===== config.mk =====
export PLATFORM = sky130hd
export DESIGN_NAME = stage_writeback
export DESIGN_NICKNAME = d
export VERILOG_FILES = /design/src/rtl/pipeline_pkg.sv /design/src/rtl/load_extract.sv /design/src/rtl/stage_writeback.sv
export SDC_FILE = /design/constraint.sdc
export NUM_CORES = 1
export LEC_CHECK = 0
export ABC_CLOCK_PERIOD_IN_PS = 1700
export CORE_MARGIN = 4
export CORE_UTILIZATION = 39
export DETAILED_ROUTE_END_ITERATION = 10
export PLACE_DENSITY = 0.78
export SETUP_SLACK_MARGIN = 0.15
export SYNTH_ARGS = -nofsm -noshare
export SYNTH_HDL_FRONTEND = slang
export SYNTH_SLANG_ARGS = --single-unit

===== constraint.sdc =====
create_clock -name clock -period 1.7 [get_ports clock]
set_input_delay 0.255 -clock clock [delete_from_list [all_inputs] [get_ports clock]]
set_output_delay 0.255 -clock clock [all_outputs]
set_load 0.02 [all_outputs]

===== src/rtl/pipeline_pkg.sv =====
// -----------------------------------------------------------------------------
// pipeline_pkg
// Shared definitions for the MIPS pipeline write-back stage:
//   - opcode / funct constants the write-back decode needs
//   - write-back FSM state enum {RUN, WAIT_LOAD}
//   - write-back value source enum
//   - register index width and default link register for JAL
// -----------------------------------------------------------------------------
package pipeline_pkg;

  localparam int REG_IDX_W        = 5;
  localparam int LINK_REG_DEFAULT = 31;

  // Opcodes (inst[31:26])
  localparam logic [5:0] OP_RTYPE = 6'h00;
  localparam logic [5:0] OP_JAL   = 6'h03;
  localparam logic [5:0] OP_ADDI  = 6'h08;
  localparam logic [5:0] OP_ADDIU = 6'h09;
  localparam logic [5:0] OP_SLTI  = 6'h0A;
  localparam logic [5:0] OP_SLTIU = 6'h0B;
  localparam logic [5:0] OP_ANDI  = 6'h0C;
  localparam logic [5:0] OP_ORI   = 6'h0D;
  localparam logic [5:0] OP_XORI  = 6'h0E;
  localparam logic [5:0] OP_LUI   = 6'h0F;
  localparam logic [5:0] OP_LB    = 6'h20;
  localparam logic [5:0] OP_LH    = 6'h21;
  localparam logic [5:0] OP_LW    = 6'h23;
  localparam logic [5:0] OP_LBU   = 6'h24;
  localparam logic [5:0] OP_LHU   = 6'h25;

  // R-type funct (inst[5:0])
  localparam logic [5:0] FUNCT_JR = 6'h08;

  typedef enum logic {
    RUN       = 1'b0,
    WAIT_LOAD = 1'b1
  } wb_state_e;

  typedef enum logic [1:0] {
    SRC_NONE = 2'd0,
    SRC_ALU  = 2'd1,
    SRC_LOAD = 2'd2,
    SRC_PC   = 2'd3
  } wb_src_e;

endpackage


===== src/rtl/load_extract.sv =====
// -----------------------------------------------------------------------------
// load_extract
// Combinational load-data alignment for LB/LH/LW/LBU/LHU.
// Memory is big-endian: byte lane 0 is word[31:24], halfword lane 0 is
// word[31:16]. Misaligned LH/LW simply use the truncated address.
// Ports:
//   i_word   in  32  word read from data memory
//   i_addr   in  2   low effective-address bits
//   i_opcode in  6   load opcode
//   o_value  out 32  extended value for the register file
// -----------------------------------------------------------------------------
module load_extract
  import pipeline_pkg::*;
(
  input  logic [31:0] i_word,
  input  logic [1:0]  i_addr,
  input  logic [5:0]  i_opcode,
  output logic [31:0] o_value
);

  logic [7:0]  w_byte;
  logic [15:0] w_half;

  always_comb begin
    w_byte = i_word[31:24];
    case (i_addr)
      2'd0:    w_byte = i_word[31:24];
      2'd1:    w_byte = i_word[23:16];
      2'd2:    w_byte = i_word[15:8];
      default: w_byte = i_word[7:0];
    endcase
    w_half = i_addr[1] ? i_word[15:0] : i_word[31:16];
  end

  always_comb begin
    o_value = i_word;
    case (i_opcode)
      OP_LB:   o_value = {{24{w_byte[7]}}, w_byte};
      OP_LBU:  o_value = {24'd0, w_byte};
      OP_LH:   o_value = {{16{w_half[15]}}, w_half};
      OP_LHU:  o_value = {16'd0, w_half};
      default: o_value = i_word;
    endcase
  end

endmodule


===== src/rtl/stage_writeback.sv =====
// -----------------------------------------------------------------------------
// stage_writeback
// MEM/WB pipeline register and write-back stage of the five-stage MIPS
// pipeline. Latches MEM results, selects/extends the write-back value and
// drives the register-file write port. Stalls upstream while a load waits on
// data memory, with a timeout that sets a sticky load_err.
// Parameters:
//   LOAD_TIMEOUT  max WAIT_LOAD cycles before load_err sets (1..255)
//   LINK_REG      destination register for JAL
// Ports:
//   clock, reset (async, active-low)
//   flush_in, mem_valid, mem_inst, mem_new_pc, mem_alu_output,
//   mem_load_data, mem_load_ready, mem_inst_num, mem_inst_type  (MEM side)
//   reg_we, reg_waddr, reg_wdata                                (RF write)
//   stall_out, wb_valid, wb_inst_num, wb_inst_type,
//   retire_count, load_err                                      (status)
// Optional macro WB_FORWARD_EN adds fwd_valid/fwd_addr/fwd_data mirroring the
// write port for EX-stage forwarding.
// -----------------------------------------------------------------------------
module stage_writeback
  import pipeline_pkg::*;
#(
  parameter int LOAD_TIMEOUT = 16,
  parameter int LINK_REG     = LINK_REG_DEFAULT
) (
  input  logic                 clock,
  input  logic                 reset,
  input  logic                 flush_in,
  input  logic                 mem_valid,
  input  logic [31:0]          mem_inst,
  input  logic [31:0]          mem_new_pc,
  input  logic [31:0]          mem_alu_output,
  input  logic [31:0]          mem_load_data,
  input  logic                 mem_load_ready,
  input  logic [3:0]           mem_inst_num,
  input  logic [3:0]           mem_inst_type,
  output logic                 reg_we,
  output logic [REG_IDX_W-1:0] reg_waddr,
  output logic [31:0]          reg_wdata,
  output logic                 stall_out,
  output logic                 wb_valid,
  output logic [3:0]           wb_inst_num,
  output logic [3:0]           wb_inst_type,
  output logic [31:0]          retire_count,
  output logic                 load_err
`ifdef WB_FORWARD_EN
  ,
  output logic                 fwd_valid,
  output logic [REG_IDX_W-1:0] fwd_addr,
  output logic [31:0]          fwd_data
`endif
);

  localparam logic [REG_IDX_W-1:0] LINK_IDX    = REG_IDX_W'(LINK_REG);
  localparam logic [7:0]           TIMEOUT_CNT = 8'(LOAD_TIMEOUT);

  // Decode
  logic [5:0]           w_opcode;
  logic [5:0]           w_funct;
  logic                 w_has_dest;
  logic [REG_IDX_W-1:0] w_dest;
  wb_src_e              w_src;
  logic                 w_is_load;
  logic [31:0]          w_load_value;
  logic [31:0]          w_value;

  // FSM
  wb_state_e            r_state;
  wb_state_e            w_state_next;
  logic [7:0]           r_wait_cnt;
  logic [7:0]           w_wait_cnt_next;
  logic                 w_capture;
  logic                 w_stall;
  logic                 w_err_set;

  // WB registers
  logic                 r_wb_valid;
  logic                 r_has_dest;
  logic [REG_IDX_W-1:0] r_dest;
  logic [31:0]          r_value;
  logic [3:0]           r_inst_num;
  logic [3:0]           r_inst_type;
  logic [31:0]          r_retire;
  logic                 r_load_err;

  // Register-number fields not needed by write-back.
  logic w_unused;
  assign w_unused = ^{mem_inst[25:21], mem_inst[10:6]};

  assign w_opcode = mem_inst[31:26];
  assign w_funct  = mem_inst[5:0];

  always_comb begin
    w_has_dest = 1'b0;
    w_dest     = '0;
    w_src      = SRC_NONE;
    case (w_opcode)
      OP_RTYPE: begin
        if (w_funct != FUNCT_JR) begin
          w_has_dest = 1'b1;
          w_dest     = mem_inst[15:11];
          w_src      = SRC_ALU;
        end
      end
      OP_ADDI, OP_ADDIU, OP_SLTI, OP_SLTIU,
      OP_ANDI, OP_ORI, OP_XORI, OP_LUI: begin
        w_has_dest = 1'b1;
        w_dest     = mem_inst[20:16];
        w_src      = SRC_ALU;
      end
      OP_LB, OP_LH, OP_LW, OP_LBU, OP_LHU: begin
        w_has_dest = 1'b1;
        w_dest     = mem_inst[20:16];
        w_src      = SRC_LOAD;
      end
      OP_JAL: begin
        w_has_dest = 1'b1;
        w_dest     = LINK_IDX;
        w_src      = SRC_PC;
      end
      default: begin
        w_has_dest = 1'b0;
        w_dest     = '0;
        w_src      = SRC_NONE;
      end
    endcase
  end

  assign w_is_load = (w_src == SRC_LOAD);

  load_extract u_load_extract (
    .i_word   (mem_load_data),
    .i_addr   (mem_alu_output[1:0]),
    .i_opcode (w_opcode),
    .o_value  (w_load_value)
  );

  always_comb begin
    w_value = mem_alu_output;
    case (w_src)
      SRC_LOAD: w_value = w_load_value;
      SRC_PC:   w_value = mem_new_pc;
      default:  w_value = mem_alu_output;
    endcase
  end

  // Next-state / control. The MEM stage holds the load steady while we
  // stall, so WAIT_LOAD keeps decoding the live mem_* inputs.
  always_comb begin
    w_state_next    = r_state;
    w_wait_cnt_next = r_wait_cnt;
    w_capture       = 1'b0;
    w_stall         = 1'b0;
    w_err_set       = 1'b0;
    case (r_state)
      RUN: begin
        if (mem_valid && !flush_in) begin
          if (w_is_load && !mem_load_ready) begin
            w_stall         = 1'b1;
            w_state_next    = WAIT_LOAD;
            w_wait_cnt_next = 8'd1;
          end else begin
            w_capture = 1'b1;
          end
        end
      end
      WAIT_LOAD: begin
        if (flush_in) begin
          w_state_next = RUN;
        end else if (mem_load_ready) begin
          w_capture    = 1'b1;
          w_state_next = RUN;
        end else if (r_wait_cnt >= TIMEOUT_CNT) begin
          // Give up: stall released this cycle, load leaves as a bubble.
          w_err_set    = 1'b1;
          w_state_next = RUN;
        end else begin
          w_stall         = 1'b1;
          w_wait_cnt_next = r_wait_cnt + 8'd1;
        end
      end
      default: w_state_next = RUN;
    endcase
  end

  always_ff @(posedge clock or negedge reset) begin
    if (!reset) begin
      r_state     <= RUN;
      r_wait_cnt  <= '0;
      r_wb_valid  <= 1'b0;
      r_has_dest  <= 1'b0;
      r_dest      <= '0;
      r_value     <= '0;
      r_inst_num  <= '0;
      r_inst_type <= '0;
      r_retire    <= '0;
      r_load_err  <= 1'b0;
    end else begin
      r_state    <= w_state_next;
      r_wait_cnt <= w_wait_cnt_next;
      r_wb_valid <= w_capture;
      if (w_capture) begin
        r_has_dest  <= w_has_dest;
        r_dest      <= w_dest;
        r_value     <= w_value;
        r_inst_num  <= mem_inst_num;
        r_inst_type <= mem_inst_type;
        // Counted on the same edge wb_valid rises, so the count already
        // includes the instruction currently in WB.
        r_retire    <= r_retire + 32'd1;
      end
      if (w_err_set) begin
        r_load_err <= 1'b1;
      end
    end
  end

  // stall_out is combinational from mem_* inputs; gate it so reset forces 0.
  assign stall_out    = w_stall & reset;
  assign reg_we       = r_wb_valid & r_has_dest & (r_dest != '0);
  assign reg_waddr    = r_dest;
  assign reg_wdata    = r_value;
  assign wb_valid     = r_wb_valid;
  assign wb_inst_num  = r_inst_num;
  assign wb_inst_type = r_inst_type;
  assign retire_count = r_retire;
  assign load_err     = r_load_err;

`ifdef WB_FORWARD_EN
  assign fwd_valid = reg_we;
  assign fwd_addr  = reg_waddr;
  assign fwd_data  = reg_wdata;
`endif

endmodule


Word-level counts from Yosys, hierarchy flattened
Index checks and enable logic that the tools add are counted.

Flip-flop bits (word level): 89. Latch bits: 0. RAM bits: 0. Bits in read-only memories: 0. Input bits: 141. Output and inout port bits: 81. Logic and storage cells: 84. Memories kept: 0.

Add/subtract/negate cells: 2. $mul: 0. Divide/modulo/power cells: 0. Order comparisons: 1. Equal/unequal tests: 24. Shift operators: 0. Multiplexer cells: 31. Bitwise logic cells: 4. Reduce and logical (&&, ||, !) cells: 12.

Operators with widths (count): $pmux W32 S4 (1); $pmux W32 S2 (1); $eq A6 B4 Y1 const B (8); $mux W8 (5); $add A32 B1 Y32 const B (1); $eq A6 B6 Y1 const B (5); $pmux W8 S3 (1); $mux W16 (1); $pmux W8 S2 (1); $mux W1 (15); $pmux W5 S3 (1); $reduce_or A14 Y1 (1); $reduce_or A13 Y1 (1); $ne A2 B2 Y1 const B (5); $add A8 B1 Y8 const B (1); $ge A8 B5 Y1 const B (1); $pmux W2 S4 (1); $reduce_or A8 Y1 (1); $eq A2 B2 Y1 const B (3); $eq A6 B2 Y1 const B (1); $logic_not A6 Y1 (1); $ne A6 B4 Y1 const B (1); $pmux W1 S2 (3); $mux W5 (1); other kinds (9) (13).

Depth between registers and ports, before layout
Depth in word-level cells: 9. Depth in mapped cells: 9. Mapped depth without buffers: 6.

Hierarchy
From an unflattened synthesis, not the netlist that was laid out.

Cell total of the unflattened synthesis: 563. Area, all modules: 5119.9 um2.

Modules (own cells, without submodules): stage_writeback (instances 1, cells each 421, area each 4172.8 um2, sequential area each 2227.1 um2); load_extract (instances 1, cells each 142, area each 947.2 um2, sequential area each 0.0 um2).

Least setup slack after synthesis
OpenSTA, ideal clock, no wires.

Kind: register to register. From: register r_retire[0], in the netlist retire_count[0]. To: register r_retire[29], in the netlist retire_count[29]. Library setup time: 80 ps. Arrival: 1889 ps. Data required time: 1620 ps. Slack: -269 ps. Stages on the path, launching flop included: 6. Buffers on the path: 0. Clock period less this slack: 1969 ps. Cell sequence: dfrtp_1 > nand2_1 > or3_1 > or2_2 > nor4_1 > xor2_1.

Cells in the longest elaborated chain, start to end: 1.

Ends and longest elaborated chain: start, declared (RTL line stage_writeback.sv:83) `logic [31:0] r_retire;`; start signal, assigned (RTL line stage_writeback.sv:210) `r_retire <= r_retire + 32'd1;`; $add A32 B1 Y32 (RTL line stage_writeback.sv:210).

No other way between the ends. A chain may end at the register's enable or synchronous reset.

Worst setup path after layout
From: register r_state. To: register r_value[19], in the netlist reg_wdata[19].

Cells in the longest elaborated chain, start to end: 2.

Ends and longest elaborated chain: start, declared (RTL line stage_writeback.sv:68) `wb_state_e r_state;`; start signal, assigned (RTL line stage_writeback.sv:199) `r_state <= w_state_next;`; $not A1 Y1; $pmux W1 S2 * (RTL line stage_writeback.sv:155) `case (r_state)`; end signal, assigned (RTL line stage_writeback.sv:205) `r_value <= w_value;`; end, declared (RTL line stage_writeback.sv:80) `logic [31:0] r_value;`.

Every way passes the cells marked *; elsewhere a longest branch is shown, timed or not.

==> qor.csv <==
stage,metric,value,unit
floorplanning,Core Area,12600,sq um
cts,"Reg clk slew, reported paths",0.06,ns
synth,post-synth cell types,58,
worst_setup_path,Worst setup EP type,flop,
worst_setup_path,"delay-heaviest family, CP",buffers and inverters,
grt,grt total ovfl,0,
synth,Seq cells post-synth,89,
synth,Synth area leaders,"dfrtp_1 (44%), nand2_1 (5.2%), nor2_1 (4.0%)",
synth,register area share after synthesis,0.443,
synth,cells after synthesis,539,
worst_setup_path,Worst Path Buf+Inv,6,
sta,fmax,0.529,GHz
worst_setup_path,Most Frequent Cell on Critical Path,buf_12,
final_layout,area grow syn2layout,97.7,%
synth,number of synthesized flops with an enable pin,0,
floorplanning,Ports,222,
floorplanning,starting density of the core,0.398,
floorplanning,Die Ht,121,microns
cts,cts hold-fix bufs,0,
routing,antenna-violating nets left,0,
place,input/output buffers,211,
floorplanning,die width,121,microns
synth,Syn Nets,683,
synth,Synth Warn #,0,
place,Final HPWL DP,14400,microns
routing,TritonRoute pass-1 iters,6,
cts,total CTS buffers,9,
grt,first-pass GRT wire length,32800,microns
synth,largest area contributor in the netlist,dfrtp_1,
final_layout,Final Net Count,1000,
grt,vias in the first global route,6028,
routing,vias,5879,
cts,H-Tree Depth,3,
final_layout,Register Area,2250,sq um
final_layout,"non-filler cells, final",1032,
sta,clk_skew,0.00777,ns
worst_setup_path,Worst Path Required,1.96,ns
worst_setup_path,Worst Setup Path Type,reg2reg,
final_layout,ANT cells,0,
floorplanning,standard-cell rows,41,
cts,Max Root-Sink Buffers,2,
worst_setup_path,"Largest stage delay, worst path",0.42,ns
sta,fin crit share,1.11,
worst_setup_path,"Slowest-stage cell, CP",dfrtp_1,
cts,CTS tree,done,
routing,DRC,0,
worst_setup_path,Worst EP arrival,2.15,ns
final_layout,FILL cells,816,
power_and_ir_drop,Logic pwr share,0.359,
power_and_ir_drop,sequential power share,0.377,
worst_setup_path,largest fanout on the critical path,8,
power_and_ir_drop,Pint,4630,uW
worst_setup_path,r2r startpoint,r_state,
final_layout,layout cells sized above 1,0.371,
run,Max Cap Violations,0,
routing,Starting DRT DRC Count,524,
synth,Post-synth top flop,dfrtp_1,
synth,synthesized area,5020,sq um
place,Post-Place Cells,965,
worst_setup_path,worst-path cell chain,nand2b_4 -> a21oi_4 -> o21ai_4 -> buf_12 -> buf_12 -> buf_12 -> inv_16 -> buf_6 -> buf_16 -> nor2_2 -> a31oi_1,
sta,Slew headroom,0.677,
cts,latest clock arrival within the worst-skew pair,0.35,ns
sta,final worst slack,-0.190,ns
sta,final hold vios,0,
routing,Vias/cell,5.70,
cts,root buf cell,clkbuf_16,
final_layout,most frequent cells in the layout,"clkdlybuf4s50_1 (114), dlygate4sd2_1 (86), buf_4 (78)",
grt,initial antenna violation count,0,
sta,Final min period,1.89,ns
sta,unrepaired setup endpoints after global routing,true,
final_layout,Multi-input gate area,3600,sq um
routing,wire per inst,21.5,microns
worst_setup_path,Worst setup SP type,flop,
synth,Synth Area per Inst,9.32,sq um
power_and_ir_drop,Static Leak,0.00441,uW
routing,drt total wl,22200,microns
sta,final setup vio count,78,
final_layout,"commonest non-fill, non-tap cell in the layout",clkdlybuf4s50_1,
synth,"FFs w/ async S/R, synth",1.00,
final_layout,final core occ,0.787,
worst_setup_path,Setup crit start,r_state,
grt,Global Route Usage Sum,0.288,
power_and_ir_drop,power per standard cell area,710,nW/um^2
power_and_ir_drop,Max VDD drop,0.860,mV
grt,largest net degree at the start of global routing,90,
floorplanning,Die Area,14800,sq um
sta,fin. max-slew vios,0,
synth,post-synth top area share,0.443,
status,outcome,"complete, but fails checks",
sta,worst hold slack,0.00388,ns
power_and_ir_drop,clock group share of total power,0.264,
status,failing checks,setup timing,
cts,# clock sinks,89,
hold_path,Hold/Removal Path Class,in2async,
place,GP Congestion,0.921,
power_and_ir_drop,Switching Fraction,0.343,
sta,Tightest Pin Transition,0.484,ns
power_and_ir_drop,net switching power,2420,uW
-- kinds of logic after synthesis --
kind of cell,after synthesis,share of synthesized area
compound gates,146,0.219
mux,17,0.0366
flops,89,0.443
fa+ha+maj,3,0.00747
xor+xnor,32,0.0558
simple gates,200,0.189
buf+inv,52,0.0483
-- power groups by stage --
stage	Combinational [uW]	Sequential, uW	Clock (uW)
floorplan	612	2910	0
global placement	2090	2620	0
detailed placement	2140	2630	0
CTS	2380	2620	1880
global route	2670	2680	1970
finish	2530	2660	1860
-- per-stage QoR --
| stage | cell area, sq um | TNS (ns) | worst slack [ns] | power [uW] |
|---|---|---|---|---|
| after floorplan | 5390 | -3.22 | -0.162 | 3520 |
| after global placement | 8190 | -41.86 | -0.745 | 4710 |
| after detailed placement | 8190 | -47.00 | -0.775 | 4770 |
| after CTS | 9600 | -4.24 | -0.149 | 6870 |
| after global routing | 9930 | -14.68 | -0.298 | 7320 |
| final | 9930 | -8.72 | -0.190 | 7050 |
-- flip-flops by register name (all words and copies together) (netlist names) --
signal / count
load_err: 1
r_has_dest: 1
r_state: 1
r_wait_cnt: 8
reg_waddr: 5
reg_wdata: 32
retire_count: 32
wb_inst_num: 4
wb_inst_type: 4
wb_valid: 1
-- area by class of cell --
type / count / area share
Multi-Input combinational cell: 398 / 0.362
Timing Repair Buffer: 345 / 0.357
Sequential cell: 89 / 0.226
Clock buffer: 11 / 0.0244
Tap cell: 172 / 0.0217
Inverter: 13 / 0.00655
Clock inverter: 4 / 0.00202
-- per-layer routing --
metal	global-route usage	vias to the layer above	part of all wire	wire length, microns
li1	-	2649	-	-
met5	0	-	0	0
met2	0.517	289	0.52	11600
met1	0.343	2906	0.37	8160
met3	0.0713	35	0.089	1980
met4	0.0756	0	0.020	443
-- cell usage after synthesis, types with 7 or more instances --
| cell | n |
|---|---|
| a21oi_1 | 20 |
| a21oi_2 | 8 |
| a221oi_1 | 16 |
| a222oi_1 | 8 |
| a22oi_1 | 8 |
| a31oi_1 | 18 |
| buf_2 | 11 |
| clkbuf_1 | 20 |
| dfrtp_1 | 89 |
| inv_1 | 12 |
| mux2i_1 | 15 |
| nand2_1 | 70 |
| nand3_1 | 10 |
| nor2_1 | 53 |
| nor2b_1 | 10 |
| nor3_1 | 11 |
| nor4_1 | 15 |
| o211ai_1 | 14 |
| o21ai_0 | 13 |
| o221ai_1 | 7 |
| o32ai_1 | 8 |
| xnor2_1 | 11 |
| xor2_1 | 21 |
-- what timing repair did --
item / 4_1_cts / 5_1_grt
setup endpoints to repair: 166 / 84
buffers inserted: 39 / 4
gates resized for setup: 258 / 60
pin swaps: 52 / 14
cloned: 9 / 0
-- final timing paths --
kind / endpoint / slack [ns] / depth (start not counted)
max: reg_wdata[19] / -0.19 / 11
min: retire_count[19] / 0.004 / 2
max reg2reg: reg_wdata[19] / -0.19 / 11
min reg2reg: load_err / 0.47 / 1
max in group asynchronous: reg_wdata[3] / 1.33 / 2
min in group clock: wb_inst_num[1] / 0.45 / 3
Note: power is estimated with default switching activity, not from simulation.
